## src/rtl/wf_rr_select_pkg.sv

```systemverilog
// -----------------------------------------------------------------------------
// wf_rr_select_pkg
// Shared definitions for the round-robin wavefront selector.
//   NUM_WF        : number of wavefront slots (2..64)
//   WF_ID_W       : width of a wavefront id (>= clog2(NUM_WF))
//   wf_sel_state_e: selector FSM encoding, IDLE=0 / HOLD=1
//   wf_inc()      : pointer increment with explicit wrap at NUM_WF-1
// -----------------------------------------------------------------------------
package wf_rr_select_pkg;

  localparam int NUM_WF  = 40;
  localparam int WF_ID_W = 6;

  typedef enum logic {
    WF_SEL_IDLE = 1'b0,
    WF_SEL_HOLD = 1'b1
  } wf_sel_state_e;

  // NUM_WF is not a power of two, so the wrap must be explicit rather than a
  // natural overflow of the WF_ID_W-bit counter.
  function automatic logic [WF_ID_W-1:0] wf_inc(input logic [WF_ID_W-1:0] id);
    return (id == WF_ID_W'(NUM_WF - 1)) ? '0 : id + WF_ID_W'(1);
  endfunction

endpackage

```

## src/rtl/wf_rr_select_find_next.sv

```systemverilog
// -----------------------------------------------------------------------------
// wf_rr_find_next
// Combinational round-robin search: first set bit of req at or after start,
// wrapping through the slots below start.
// Implementation is a double priority encode: one lowest-set-bit search over
// the bits at/above start, one over the whole vector; the upper hit wins.
// Ports:
//   req   [NUM_WF-1:0]  in   candidate bits
//   start [WF_ID_W-1:0] in   first slot to consider (must be < NUM_WF)
//   found               out  at least one req bit set
//   idx   [WF_ID_W-1:0] out  winning slot (0 when found=0)
// -----------------------------------------------------------------------------
module wf_rr_find_next
  import wf_rr_select_pkg::*;
(
  input  logic [NUM_WF-1:0]  req,
  input  logic [WF_ID_W-1:0] start,
  output logic               found,
  output logic [WF_ID_W-1:0] idx
);

  logic [NUM_WF-1:0]  w_hi_mask;
  logic [NUM_WF-1:0]  w_hi_req;
  logic               w_hi_found;
  logic [WF_ID_W-1:0] w_hi_idx;
  logic [WF_ID_W-1:0] w_lo_idx;

  always_comb begin
    for (int i = 0; i < NUM_WF; i++) begin
      w_hi_mask[i] = (WF_ID_W'(i) >= start);
    end
  end

  assign w_hi_req   = req & w_hi_mask;
  assign w_hi_found = |w_hi_req;
  assign found      = |req;

  // Scan downwards so the lowest set bit is the last one written.
  // NOTE: every output of a combinational block gets a default before any
  // conditional assignment; otherwise synthesis infers a latch.
  always_comb begin
    w_hi_idx = '0;
    w_lo_idx = '0;
    for (int i = NUM_WF - 1; i >= 0; i--) begin
      if (w_hi_req[i]) w_hi_idx = WF_ID_W'(i);
      if (req[i])      w_lo_idx = WF_ID_W'(i);
    end
  end

  // Nothing at/above start means the winner is the lowest bit below it.
  assign idx = w_hi_found ? w_hi_idx : w_lo_idx;

endmodule

```

## src/rtl/wf_rr_select.sv

```systemverilog
// -----------------------------------------------------------------------------
// wf_rr_select
// Round-robin wavefront selector. Registers one winner out of NUM_WF ready
// bits and holds it under a valid/ack handshake; the id drives the select of
// the downstream per-wavefront info mux. A pending selection is squashed when
// its wavefront is flushed (an ack in the same cycle takes priority).
// Optional feature macro: WF_SEL_B2B_EN -- on ack, search again in the same
// cycle (excluding the acked slot) so consecutive grants have no bubble.
// Ports:
//   clk          in   clock, rising edge
//   rst          in   asynchronous active-high reset
//   ready_bits   in   [NUM_WF-1:0] per-wavefront eligibility
//   sel_ack      in   consumer takes sel_wfid (ignored while sel_valid=0)
//   flush_valid  in   flush request for flush_wfid
//   flush_wfid   in   [WF_ID_W-1:0] wavefront being flushed
//   sel_valid    out  sel_wfid holds a valid selection
//   sel_wfid     out  [WF_ID_W-1:0] selected wavefront, always < NUM_WF
// -----------------------------------------------------------------------------
module wf_rr_select
  import wf_rr_select_pkg::*;
(
  input  logic               clk,
  input  logic               rst,
  input  logic [NUM_WF-1:0]  ready_bits,
  input  logic               sel_ack,
  input  logic               flush_valid,
  input  logic [WF_ID_W-1:0] flush_wfid,
  output logic               sel_valid,
  output logic [WF_ID_W-1:0] sel_wfid
);

  wf_sel_state_e      r_state;
  wf_sel_state_e      w_state_nxt;
  logic [WF_ID_W-1:0] r_sel_wfid;
  logic [WF_ID_W-1:0] w_sel_wfid_nxt;
  logic [WF_ID_W-1:0] r_last_grant;
  logic [WF_ID_W-1:0] w_last_grant_nxt;

  logic [NUM_WF-1:0]  w_search_req;
  logic [WF_ID_W-1:0] w_search_start;
  logic               w_found;
  logic [WF_ID_W-1:0] w_found_idx;

  // One search instance serves both cases: in IDLE it searches after the
  // last grant; with back-to-back grants enabled, in HOLD it searches after
  // the current selection with that slot masked out.
`ifdef WF_SEL_B2B_EN
  always_comb begin
    if (r_state == WF_SEL_HOLD) begin
      w_search_start = wf_inc(r_sel_wfid);
      w_search_req   = ready_bits & ~(NUM_WF'(1) << r_sel_wfid);
    end else begin
      w_search_start = wf_inc(r_last_grant);
      w_search_req   = ready_bits;
    end
  end
`else
  assign w_search_start = wf_inc(r_last_grant);
  assign w_search_req   = ready_bits;
`endif

  wf_rr_find_next u_find_next (
    .req   (w_search_req),
    .start (w_search_start),
    .found (w_found),
    .idx   (w_found_idx)
  );

  always_comb begin
    w_state_nxt      = r_state;
    w_sel_wfid_nxt   = r_sel_wfid;
    w_last_grant_nxt = r_last_grant;
    case (r_state)
      WF_SEL_IDLE: begin
        if (w_found) begin
          w_sel_wfid_nxt = w_found_idx;
          w_state_nxt    = WF_SEL_HOLD;
        end
      end
      WF_SEL_HOLD: begin
        // Ack beats a same-cycle flush of the same id; the grant is recorded.
        if (sel_ack) begin
          w_last_grant_nxt = r_sel_wfid;
`ifdef WF_SEL_B2B_EN
          if (w_found) begin
            w_sel_wfid_nxt = w_found_idx;
          end else begin
            w_state_nxt = WF_SEL_IDLE;
          end
`else
          w_state_nxt = WF_SEL_IDLE;
`endif
        end else if (flush_valid && (flush_wfid == r_sel_wfid)) begin
          w_state_nxt = WF_SEL_IDLE;
        end
      end
      default: w_state_nxt = WF_SEL_IDLE;
    endcase
  end

  // NOTE: state registers use non-blocking assignments so every flop samples
  // the pre-edge values regardless of statement order.
  always_ff @(posedge clk or posedge rst) begin
    if (rst) begin
      r_state      <= WF_SEL_IDLE;
      r_sel_wfid   <= '0;
      r_last_grant <= WF_ID_W'(NUM_WF - 1);
    end else begin
      r_state      <= w_state_nxt;
      r_sel_wfid   <= w_sel_wfid_nxt;
      r_last_grant <= w_last_grant_nxt;
    end
  end

  assign sel_valid = (r_state == WF_SEL_HOLD);
  assign sel_wfid  = r_sel_wfid;

endmodule

```

## config.mk

```make
export PLATFORM = sky130hd
export DESIGN_NAME = wf_rr_select
export DESIGN_NICKNAME = d
export VERILOG_FILES = /design/src/rtl/wf_rr_select_pkg.sv /design/src/rtl/wf_rr_select_find_next.sv /design/src/rtl/wf_rr_select.sv
export SDC_FILE = /design/constraint.sdc
export NUM_CORES = 1
export LEC_CHECK = 0
export CAP_MARGIN = 10
export CORE_ASPECT_RATIO = 1.4
export CORE_MARGIN = 10
export CORE_UTILIZATION = 40
export DETAILED_ROUTE_END_ITERATION = 8
export PLACE_DENSITY = 0.68
export SLEW_MARGIN = 10
export SYNTH_ARGS = -nofsm -noshare
export SYNTH_HDL_FRONTEND = slang
export SYNTH_SLANG_ARGS = --single-unit
```

## constraint.sdc

```tcl
create_clock -name clk -period 3.6 [get_ports clk]
set_input_delay 0.36 -clock clk [delete_from_list [all_inputs] [get_ports clk]]
set_output_delay 0.36 -clock clk [all_outputs]
set_load 0.01 [all_outputs]
```

-- Word level (Yosys, flattened, before mapping)
Index checks and enable logic that the tools add are counted.
- register bits after elaboration: 13
- output and inout bits: 7
- word-level logic and storage cells: 139
- add/sub/neg operators: 1
- $lt $le $gt $ge: 40
- equality and inequality tests: 2
- muxes and demuxes: 86
- bitwise gates (word level): 2
- reduce and logical (&&, ||, !) cells: 5
- operators by type and width (operator ; count):
    6-bit two-way mux ; 82
    5-bit by 6-bit >= comparator with 1-bit output, first input constant ; 16
    40-bit OR reduction ; 2
    4-bit by 6-bit >= comparator with 1-bit output, first input constant ; 8
    6-bit >= comparator, first input constant ; 8
    40-bit AND ; 1
    3-bit by 6-bit >= comparator with 1-bit output, first input constant ; 4
    1-bit by 6-bit >= comparator with 1-bit output, first input constant ; 2
    2-bit by 6-bit >= comparator with 1-bit output, first input constant ; 2
    6-bit by 1-bit adder with 6-bit output, second input constant ; 1
    6-bit equality test ; 1
    6-bit equality test, second input constant ; 1
    2-bit AND reduction ; 2
    1-bit two-way mux ; 3
    1-bit one-hot mux with 2 select lines ; 1
    1-bit logical AND ; 1
    1-bit inverter ; 1

-- Logic depth before layout (Yosys ltp)
Gate-level depths: netlist of run 1.
- word-level depth: 45
- gate-level depth with buffers: 13

-- By module
Synthesis of run 1 repeated with hierarchy kept, for this count alone.
- cells, all modules: 368
- area, all modules: 2528.7 um2
- by module, submodules not included (module ; times used ; cells an instance ; area each (um2) ; seq. area each (um2)):
    wf_rr_find_next ; 1 ; 314 ; 1841.8 ; 0.0
    wf_rr_select ; 1 ; 54 ; 686.9 ; 330.3

-- Least setup slack after synthesis of run 1
OpenSTA, ideal clock, no wires.
- path type: register to register
- start: register r_last_grant[0]
- end: register r_sel_wfid[1], in the netlist sel_wfid[1]
- library setup time: 0.104 ns
- arrival time: 2.722 ns
- path slack: 0.774 ns
- cell stages (with the launch flop): 12
- buffers on the path: 2
- clock period less this slack: 2.826 ns
- path through: dfstp_2 -> ha_1 -> buf_4 -> buf_2 -> nor3_1 -> or3_1 -> a32oi_2 -> a22oi_1 -> o311a_1 -> o31ai_1 -> a21oi_1 -> o41ai_2
- longest elaborated chain between the ends: 45
- elaborated cells on any way between the ends: 86
- RTL lines (element ; line ; source):
    start, declared ; wf_rr_select.sv:36 ; logic [WF_ID_W-1:0] r_last_grant;
    start signal, assigned ; wf_rr_select.sv:107 ; r_last_grant <= WF_ID_W'(NUM_WF - 1);
    start signal, assigned ; wf_rr_select.sv:111 ; r_last_grant <= w_last_grant_nxt;
    6-bit by 1-bit adder with 6-bit output or 6-bit equality test (tied branches) ; wf_rr_select_pkg.sv:22 ; return (id == WF_ID_W'(NUM_WF - 1)) ? '0 : id + WF_ID_W'(1);
    6-bit two-way mux * ; wf_rr_select_pkg.sv:22 ;
    6-bit >= comparator ; wf_rr_select_find_next.sv:30 ; w_hi_mask[i] = (WF_ID_W'(i) >= start);
    40-bit AND * ; wf_rr_select_find_next.sv:34 ; assign w_hi_req = req & w_hi_mask;
    6-bit two-way mux (40 in a row) ; wf_rr_select_find_next.sv:45 ; if (w_hi_req[i]) w_hi_idx = WF_ID_W'(i);
    6-bit two-way mux * ; wf_rr_select_find_next.sv:51 ; assign idx = w_hi_found ? w_hi_idx : w_lo_idx;
    end signal, assigned ; wf_rr_select.sv:110 ; r_sel_wfid <= w_sel_wfid_nxt;
    end, declared ; wf_rr_select.sv:34 ; logic [WF_ID_W-1:0] r_sel_wfid;
Every way passes the cells marked *; elsewhere a longest branch is shown, timed or not.
A chain may end at the register's enable or synchronous reset.

-- Worst setup path after layout of run 1
- start: register r_last_grant[2]
- end: register r_sel_wfid[2], in the netlist sel_wfid[2]
Same word-level chain as after synthesis.

==> flow_metrics.env, run 1 <==
export IMPL_antenna_found_initial=0
export IMPL_cts_buffers_inserted=3
export IMPL_required_ns=3.76
export IMPL_grt_max_degree=22
export IMPL_dr_pass1_iters=5
export IMPL_slew_viol_final=0
export IMPL_worst_pin_slew_ns=0.783
export IMPL_p_sw_mw=1.32
export IMPL_grt_overflow_total=0
export IMPL_design_area_mm2=0.00349
export IMPL_cellPowerDensity_mw_per_mm2=681
export IMPL_setup_tns_final_ns=0
export IMPL_cts_sinks=13
export IMPL_num_vias=3692
export IMPL_synth_area_mm2=0.00274
export IMPL_synth_avg_cell_area_um2=6.70
export IMPL_initial_core_util=0.414
export IMPL_ys_ff_latch=13
export IMPL_die_area_mm2=0.0106
export IMPL_endpoint_kind="flop"
export IMPL_die_x_um=90.0
export IMPL_slew_headroom=0.476
export IMPL_routed_wl_um=12100
export IMPL_hold_buffers=0
export IMPL_num_io_pins=57
export IMPL_cts_tree="built"
export IMPL_worst_r2r_endpoint="sel_wfid[2]"
export IMPL_crit_fanout=19
export IMPL_yosysSeqAreaShare=0.121
export IMPL_drc=0
export IMPL_fp_dieH_um=118
export IMPL_grt_first_pass_wirelength_um=18600
export IMPL_clockPowerShare=0.054
export IMPL_async_flop_share=1.00
export IMPL_drive_above_1_share=0.0996
export IMPL_grt_util_all_layers=0.210
export IMPL_r2r_setup_slack_ns=0.15
export IMPL_core_mm2=0.00661
export IMPL_worst_path_largest_cell_delay_ns=0.73
export IMPL_r2r_start="r_last_grant[2]"
export IMPL_netlist_instances=409
export IMPL_gp_congestion=1.04
export IMPL_power_leakage_nw=1.33
export IMPL_insertion_delay_ns=0.24
export IMPL_maxCapViolations=0
export IMPL_crit_buf_inv=0
export IMPL_area_delta_synth_final_pct=27.5
export IMPL_synth_edf_count=0
export IMPL_combPwrFrac=0.796
export IMPL_hold_slack_ns=0.452
export IMPL_synth_warnings=0
export IMPL_rsz0062_at_grt="no"
export IMPL_fin_crit_ns=3.45
export IMPL_worst_ep_arrival_time_ns=3.62
export IMPL_nets=526
export IMPL_path_class="reg2reg"
export IMPL_placed_area_mm2=0.00344
export IMPL_cp_top_family="compound AO/OA/AOI/OAI gates"
export IMPL_synthDistinctLibCells=78
export IMPL_final_antenna_net_count=0
export IMPL_clock_skew_ns=0.00125
export IMPL_hp_class="in2async"
export IMPL_p_sw_frac=0.555
export IMPL_synth_top_flop_cell="dfrtp_1"
export IMPL_drtIter0Drc=434
export IMPL_cts_buffer_depth=2
export IMPL_peakVddDrop_mv=0.389
export IMPL_grt_pass1_vias=3483
export IMPL_root_buffer="clkbuf_8"
export IMPL_routedWlPerCell_um=21.4
export IMPL_finalSetupViolCount=0
export IMPL_port_buffers=56
export IMPL_crit_chain="and2b_1, and3_1, o41ai_1, o221ai_1, a211oi_2, nand4bb_1, nor3b_2, a32oi_1, a31oi_1"
export IMPL_pwr_share_seq=0.150
export IMPL_fmax_mhz=290
export IMPL_p_int_mw=1.06
export IMPL_period_share=0.959
export IMPL_dp_hpwl_um=9780
export IMPL_hold_violations=0
export IMPL_insertedDiodeCount=0
export IMPL_cp_start_kind="flop"
export IMPL_status="complete, no violations"
export IMPL_final_util=0.528
export IMPL_synth_nets=462
export IMPL_path_clk_slew_ns=0.05
export IMPL_htree_levels=1
export IMPL_slowest_stage="dfstp_2"
export IMPL_rows=35
export IMPL_ff2ff_path_depth=9
export IMPL_avgViaCountPerCell=6.55
==> layer usage <==
| metal | track usage | up-vias | routed length (um) |
|---|---|---|---|
| li1 | - | 1691 | - |
| met1 | 0.242 | 1763 | 4890 |
| met2 | 0.377 | 194 | 6030 |
| met3 | 0.0217 | 44 | 651 |
| met4 | 0.0938 | 0 | 516 |
| met5 | 0 | - | 0 |
==> synthesized netlist by cell type (all sizes together), types with 3 or more instances <==
master / number / share of area
o211ai: 4 / 0.011
dfstp: 4 / 0.038
buf: 11 / 0.032
clkbuf: 5 / 0.011
a32oi: 4 / 0.016
nand4: 5 / 0.011
o31ai: 10 / 0.027
a21boi: 4 / 0.011
o21a: 4 / 0.011
nor3b: 3 / 0.010
dfrtp: 9 / 0.082
nor2: 49 / 0.067
inv: 25 / 0.034
nand2b: 5 / 0.011
nor4: 13 / 0.030
xor2: 4 / 0.013
ha: 3 / 0.014
o21ai: 29 / 0.053
xnor2: 7 / 0.022
a21oi: 31 / 0.058
and3: 4 / 0.0091
nand3: 11 / 0.025
and2: 5 / 0.011
o41ai: 3 / 0.012
nor2b: 9 / 0.021
a21o: 5 / 0.014
mux2: 6 / 0.025
or4: 4 / 0.012
a211oi: 6 / 0.020
a31oi: 14 / 0.032
o221ai: 6 / 0.019
o311a: 3 / 0.011
a2111oi: 3 / 0.0096
nand2: 47 / 0.064
o22ai: 6 / 0.014
nor3: 10 / 0.020
or2: 3 / 0.0069
==> worst max-delay path by stage <==
stage | start | endpoint | cells past startpoint
detailed placement | r_last_grant[0] | sel_wfid[1] | 11
finish | r_last_grant[2] | sel_wfid[2] | 9
floorplan | r_last_grant[0] | sel_wfid[1] | 11
global route | r_last_grant[0] | sel_wfid[2] | 11
global placement | r_last_grant[0] | sel_wfid[1] | 11
CTS | r_last_grant[0] | sel_wfid[1] | 11
==> placed cells by master, fill, tap and decap left out, types with 7 or more instances in the layout <==
cell type and n:
dfrtp_1 9, xnor2_1 7, nor3_1 9, nor2_1 49, a21oi_1 30, inv_1 25, buf_4 19, nand2_1 47
o21ai_0 28, nor2b_1 9, clkdlybuf4s50_1 56, nand3_1 10, nor4_1 13, o31ai_1 9, a31oi_1 14
==> flip-flops by register name (all words and copies together), names as in the netlist <==
name          cells
r_last_grant      6
sel_wfid          6
sel_valid         1
==> what timing repair did <==
| item | CTS | global route |
|---|---|---|
| buffers inserted | 0 | 0 |
| resized for setup | 0 | 2 |
| setup endpoints to repair | 0 | 4 |
==> worst register-to-register path, delay by kind of cell, from the launching register on <==
family          cells  cell delay, ns
compound gates      5            1.45
simple gates        4            1.19
flops               1            0.73
==> stage by stage <==
stage                     std cells  power (mW)  setup slack, ns
after floorplan                 409        1.57            0.774
after global placement          560        2.19            0.178
after detailed placement        560        2.19            0.116
after CTS                       564        2.33           0.0895
after global routing            564        2.56           0.0218
final                           564        2.38            0.148
==> cells by family (layout without fill, tap and decap cells) <==
| group | after synthesis | count (layout) | share of synthesized area |
|---|---|---|---|
| flip-flops | 13 | 13 | 0.121 |
| multiplexers | 7 | 7 | 0.0283 |
| adder cells (fa/ha/maj) | 3 | 3 | 0.0137 |
| AND/OR/NAND/NOR | 178 | 178 | 0.330 |
| AO/OA/AOI/OAI | 156 | 156 | 0.396 |
| XOR/XNOR | 11 | 11 | 0.0352 |
| buffers and inverters | 41 | 104 | 0.0767 |
==> layout make-up <==
type                    count  area [um^2]
inverters                  25         93.8
well taps                  92          115
multi-input cells         355         2210
fillers                   694         3120
clock buffers               4         45.0
repair buffers             75          703
flip-flops and latches     13          330
==> power by group through the flow <==
stage                     Sequential (mW)  Clock, mW  Combinational [mW]
after global placement              0.353          0                1.83
final                               0.356      0.128                1.89
after detailed placement            0.357          0                1.83
after floorplan                     0.295          0                1.27
after CTS                           0.356      0.131                1.84
after global routing                0.371      0.140                2.04
(Power assumes the default switching activity.)
==> inputs of run 2 (changes only) <==
--- a/config.mk
+++ b/config.mk
@@ -10,6 +10,7 @@
 export CORE_MARGIN = 10
 export CORE_UTILIZATION = 40
 export DETAILED_ROUTE_END_ITERATION = 8
+export GPL_ROUTABILITY_DRIVEN = 1
 export PLACE_DENSITY = 0.68
 export SLEW_MARGIN = 10
 export SYNTH_ARGS = -nofsm -noshare
==> constraint.sdc (replaced) <==
create_clock -name clk -period 3.9 [get_ports clk]
set_input_delay 0.39 -clock clk [delete_from_list [all_inputs] [get_ports clk]]
set_output_delay 0.39 -clock clk [all_outputs]
set_load 0.01 [all_outputs]
==> flow_metrics.env, run 2 (same netlist as run 1, synthesis figures left out) <==
export IMPL_cts_buffer_depth=2
export IMPL_dp_hpwl_um=9680
export IMPL_clock_skew_ns=0.00121
export IMPL_grt_util_all_layers=0.210
export IMPL_routedWlPerCell_um=21.4
export IMPL_final_cell_mix="56 x clkdlybuf4s50_1, 49 x nor2_1, 47 x nand2_1"
export IMPL_area_delta_synth_final_pct=25.0
export IMPL_setup_tns_final_ns=0
export IMPL_placed_area_mm2=0.00337
export IMPL_num_io_pins=57
export IMPL_antenna_found_initial=0
export IMPL_num_vias=3531
export IMPL_drtIter0Drc=389
export IMPL_ff2ff_path_depth=10
export IMPL_crit_fanout=18
export IMPL_endpoint_kind="flop"
export IMPL_power_leakage_nw=1.28
export IMPL_grt_first_pass_wirelength_um=18400
export IMPL_worst_pin_slew_ns=0.836
export IMPL_insertedDiodeCount=0
export IMPL_maxCapViolations=0
export IMPL_grt_pass1_vias=3407
export IMPL_core_mm2=0.00661
export IMPL_cts_tree="built"
export IMPL_r2r_setup_slack_ns=0.30
export IMPL_worst_r2r_endpoint="sel_wfid[0]"
export IMPL_hp_class="in2async"
export IMPL_initial_core_util=0.414
export IMPL_fin_cells=554
export IMPL_final_common_cell="clkdlybuf4s50_1"
export IMPL_cts_sinks=13
export IMPL_hold_violations=0
export IMPL_die_x_um=90.0
export IMPL_nFillCells=678
export IMPL_cts_buffers_inserted=3
export IMPL_fin_crit_ns=3.60
export IMPL_htree_levels=1
export IMPL_period_share=0.924
export IMPL_fmax_mhz=278
export IMPL_path_clk_slew_ns=0.05
export IMPL_nets=516
export IMPL_status="complete, no violations"
export IMPL_hold_slack_ns=0.475
export IMPL_slew_viol_final=0
export IMPL_r2r_start="r_last_grant[0]"
export IMPL_finalSetupViolCount=0
export IMPL_post_cts_buffers=0
export IMPL_insertion_delay_ns=0.24
export IMPL_cellPowerDensity_mw_per_mm2=608
export IMPL_fp_dieH_um=118
export IMPL_root_buffer="clkbuf_8"
export IMPL_placed_cells=550
export IMPL_routed_wl_um=11900
export IMPL_power_total_mw=2.08
export IMPL_rsz0062_at_grt="no"
export IMPL_rows=35
export IMPL_grt_overflow_total=0
export IMPL_cp_start_kind="flop"
export IMPL_grt_max_degree=22
export IMPL_port_buffers=56
export IMPL_path_class="reg2reg"
export IMPL_gp_congestion=0.974
export IMPL_slew_headroom=0.428
export IMPL_peakVddDrop_mv=0.535
export IMPL_design_area_mm2=0.00342
export IMPL_dr_pass1_iters=5
export IMPL_worst_ep_arrival_time_ns=3.75
export IMPL_avgViaCountPerCell=6.37
export IMPL_final_antenna_net_count=0
export IMPL_required_ns=4.05
export IMPL_drive_above_1_share=0.0779
export IMPL_hold_buffers=0
export IMPL_die_area_mm2=0.0106
export IMPL_drc=0
-- run 2: cell count changes in the layout (fill, tap and decap cells not counted) --
cell	previous run	this run
buf_4	19	9
ha_2	1	0
ha_4	0	1
o31ai_2	1	0
o31ai_1	9	10
-- run 2: per-stage QoR --
step,util,worst slack (ns)
CTS,0.516,0.0951
detailed placement,0.509,0.123
finish,0.518,0.298
global placement,0.509,0.187
floorplan,-,1.07
global route,0.518,0.0513
-- run 2: routing by layer --
layer | GRT usage | up-vias | wire [um] | share of wire
li1 | - | 1669 | - | -
met1 | 0.245 | 1660 | 4750 | 0.40
met2 | 0.382 | 172 | 6130 | 0.52
met3 | 0.0255 | 30 | 656 | 0.055
met4 | 0.0679 | 0 | 319 | 0.027
met5 | 0 | - | 0 | 0
-- run 2: report_power, final --
group	internal [mW]	switching (mW)	total, mW
logic	0.620	0.968	1.59
clock network	0.0723	0.0486	0.121
registers	0.205	0.170	0.375
-- run 2: cell type report --
class / instances / area [um^2] / area share
Timing Repair Buffer: 65 / 628 / 0.183
Sequential cell: 13 / 330 / 0.0965
Tap cell: 92 / 115 / 0.0336
Inverter: 25 / 93.8 / 0.0274
Multi-Input combinational cell: 355 / 2210 / 0.646
Clock buffer: 4 / 45.0 / 0.0132
-- run 2: repair_timing --
action / in CTS / in global routing
endpoints found under the setup margin: 0 / 4
hold endpoints to repair: 0 / 0
resized for setup: 0 / 2
-- run 2: worst max-delay path by stage --
stage	start	to	slack, ns	cells past startpoint
2_1_floorplan	r_last_grant[0]	sel_wfid[1]	1.07	11
3_3_place_gp	r_last_grant[1]	sel_wfid[2]	0.19	10
3_5_place_dp	r_last_grant[1]	sel_wfid[2]	0.12	10
4_1_cts	r_last_grant[1]	sel_wfid[0]	0.1	10
5_1_grt	r_last_grant[0]	sel_wfid[2]	0.05	10
6_report	r_last_grant[0]	sel_wfid[0]	0.30	10
-- run 2: worst max-delay path: stages (launching register included) --
cell,delay (ns)
dfstp_2,0.70
ha_4,0.30
and2b_4,0.25
a21o_1,0.20
a31oi_1,0.44
o22ai_1,0.31
a211oi_2,0.32
nand4bb_1,0.27
nor3b_2,0.42
a32oi_1,0.16
o21ai_0,0.13
==> inputs of run 3 (changes only) <==
==> constraint.sdc (replaced) <==
create_clock -name clk -period 3.9 [get_ports clk]
set_input_delay 0.78 -clock clk [delete_from_list [all_inputs] [get_ports clk]]
set_output_delay 0.78 -clock clk [all_outputs]
set_load 0.01 [all_outputs]
==> flow_metrics.env, run 3 (same netlist as run 1, synthesis figures left out) <==
export IMPL_maxCapViolations=0
export IMPL_placed_area_mm2=0.00339
export IMPL_cts_tree="built"
export IMPL_status="complete, no violations"
export IMPL_fin_crit_ns=3.62
export IMPL_grt_max_degree=22
export IMPL_setup_tns_final_ns=0
export IMPL_drive_above_1_share=0.0860
export IMPL_worst_path_largest_cell_delay_ns=0.67
export IMPL_htree_levels=1
export IMPL_cts_sinks=13
export IMPL_slew_viol_final=0
export IMPL_placed_cells=553
export IMPL_use_met2=0.384
export IMPL_die_area_mm2=0.0106
export IMPL_die_x_um=90.0
export IMPL_endpoint_kind="flop"
export IMPL_num_io_pins=57
export IMPL_final_antenna_net_count=0
export IMPL_clock_skew_ns=0.000716
export IMPL_power_total_mw=2.10
export IMPL_required_ns=4.06
export IMPL_core_mm2=0.00661
export IMPL_routed_wl_um=12000
export IMPL_slew_headroom=0.547
export IMPL_cts_buffers_inserted=3
export IMPL_worst_ep_arrival_time_ns=3.78
export IMPL_crit_fanout=18
export IMPL_power_leakage_nw=1.29
export IMPL_num_vias=3543
export IMPL_grt_util_all_layers=0.217
export IMPL_fin_cells=557
export IMPL_rows=35
export IMPL_drtIter0Drc=317
export IMPL_period_share=0.928
export IMPL_grtUsageMet1=0.256
export IMPL_grt_pass1_vias=3452
export IMPL_grtUsageMet3=0.0230
export IMPL_slowest_stage="dfstp_2"
export IMPL_finalSetupViolCount=0
export IMPL_drc=0
export IMPL_path_class="reg2reg"
export IMPL_insertedDiodeCount=0
export IMPL_peakVddDrop_mv=0.426
export IMPL_hold_violations=0
export IMPL_cellPowerDensity_mw_per_mm2=609
export IMPL_fmax_mhz=276
export IMPL_root_buffer="clkbuf_8"
export IMPL_port_buffers=56
export IMPL_nets=519
export IMPL_rsz0062_at_grt="no"
export IMPL_fp_dieH_um=118
export IMPL_final_common_cell="clkdlybuf4s50_1"
export IMPL_grt_busiest_layer="met2"
export IMPL_cts_buffer_depth=2
export IMPL_post_cts_buffers=0
export IMPL_path_clk_slew_ns=0.05
export IMPL_hold_buffers=0
export IMPL_avgViaCountPerCell=6.36
export IMPL_worst_pin_slew_ns=0.680
export IMPL_antenna_found_initial=0
export IMPL_grt_overflow_total=0
export IMPL_dr_pass1_iters=6
export IMPL_dp_hpwl_um=9770
export IMPL_design_area_mm2=0.00344
export IMPL_insertion_delay_ns=0.24
export IMPL_crit_chain="ha_2, or4_1, o21ai_1, nor3_2, o22ai_1, a211oi_2, nand4bb_1, nor3b_2, a32oi_1, a31oi_1"
export IMPL_area_delta_synth_final_pct=25.7
export IMPL_initial_core_util=0.414
export IMPL_grt_first_pass_wirelength_um=19000
export IMPL_routedWlPerCell_um=21.5
export IMPL_cp_start_kind="flop"
export IMPL_hp_class="reg2reg"
export IMPL_final_cell_mix="56 x clkdlybuf4s50_1, 49 x nor2_1, 47 x nand2_1"
export IMPL_gp_congestion=0.970
run 3: changes by cell type in the layout (fill, tap and decap cells not counted):
cell     previous run  this run
ha_4                1         0
a31oi_1            14        13
buf_4               9        12
ha_2                0         1
a31oi_2             0         1
run 3: through the flow:
step / setup WS [ns] / utilization / hold slack (ns)
after floorplan: 1.07 / - / 0.557
after CTS: 0.0721 / 0.519 / 0.611
after detailed placement: 0.0809 / 0.513 / 0.591
after global placement: 0.164 / 0.513 / 0.598
after global routing: 0.0285 / 0.521 / 0.639
final: 0.282 / 0.521 / 0.597
run 3: per-layer routing:
layer  vias up  share of wire
met5         -              0
met4         0          0.037
met3        25          0.056
met2       159           0.50
met1      1675           0.40
li1       1684              -
run 3: where the power goes:
part	total (mW)	switching, mW	leakage [nW]	internal [mW]
clock	0.119	0.0465	0.0228	0.0721
combinational	1.61	0.986	1.12	0.623
sequential	0.368	0.163	0.153	0.204
run 3: worst max-delay path, delay by kind of cell (launching register included):
family / cells / cell delay, ns
DFF: 1 / 0.67
adders and majority gates: 1 / 0.44
AOI/OAI and AO/OA: 5 / 1.01
and+or+nand+nor: 4 / 1.41
run 3: worst paths after layout:
kind | from | endpoint | slack (ns) | cells after the start
worst max-delay path | r_last_grant[1] | sel_wfid[2] | 0.28 | 10
worst min-delay path | sel_wfid[4] | sel_wfid[4] | 0.60 | 2
worst max register to register | r_last_grant[1] | sel_wfid[2] | 0.28 | 10
worst min register to register | sel_wfid[4] | sel_wfid[4] | 0.60 | 2
max in group asynchronous | rst | r_last_grant[0] | 2.68 | 2
min in group asynchronous | rst | r_last_grant[4] | 0.87 | 2
run 3: area by class of cell:
class | count | area [um^2]
fillers | 683 | 3170
multi-input cells | 355 | 2210
repair buffers | 68 | 651
flip-flops and latches | 13 | 330
well taps | 92 | 115
inverters | 25 | 93.8
clock buffers | 4 | 45.0
run 3: timing repair:
item,CTS,global route
setup endpoints to repair,0,4
endpoints found under the hold margin,0,0
gates resized for setup,0,2
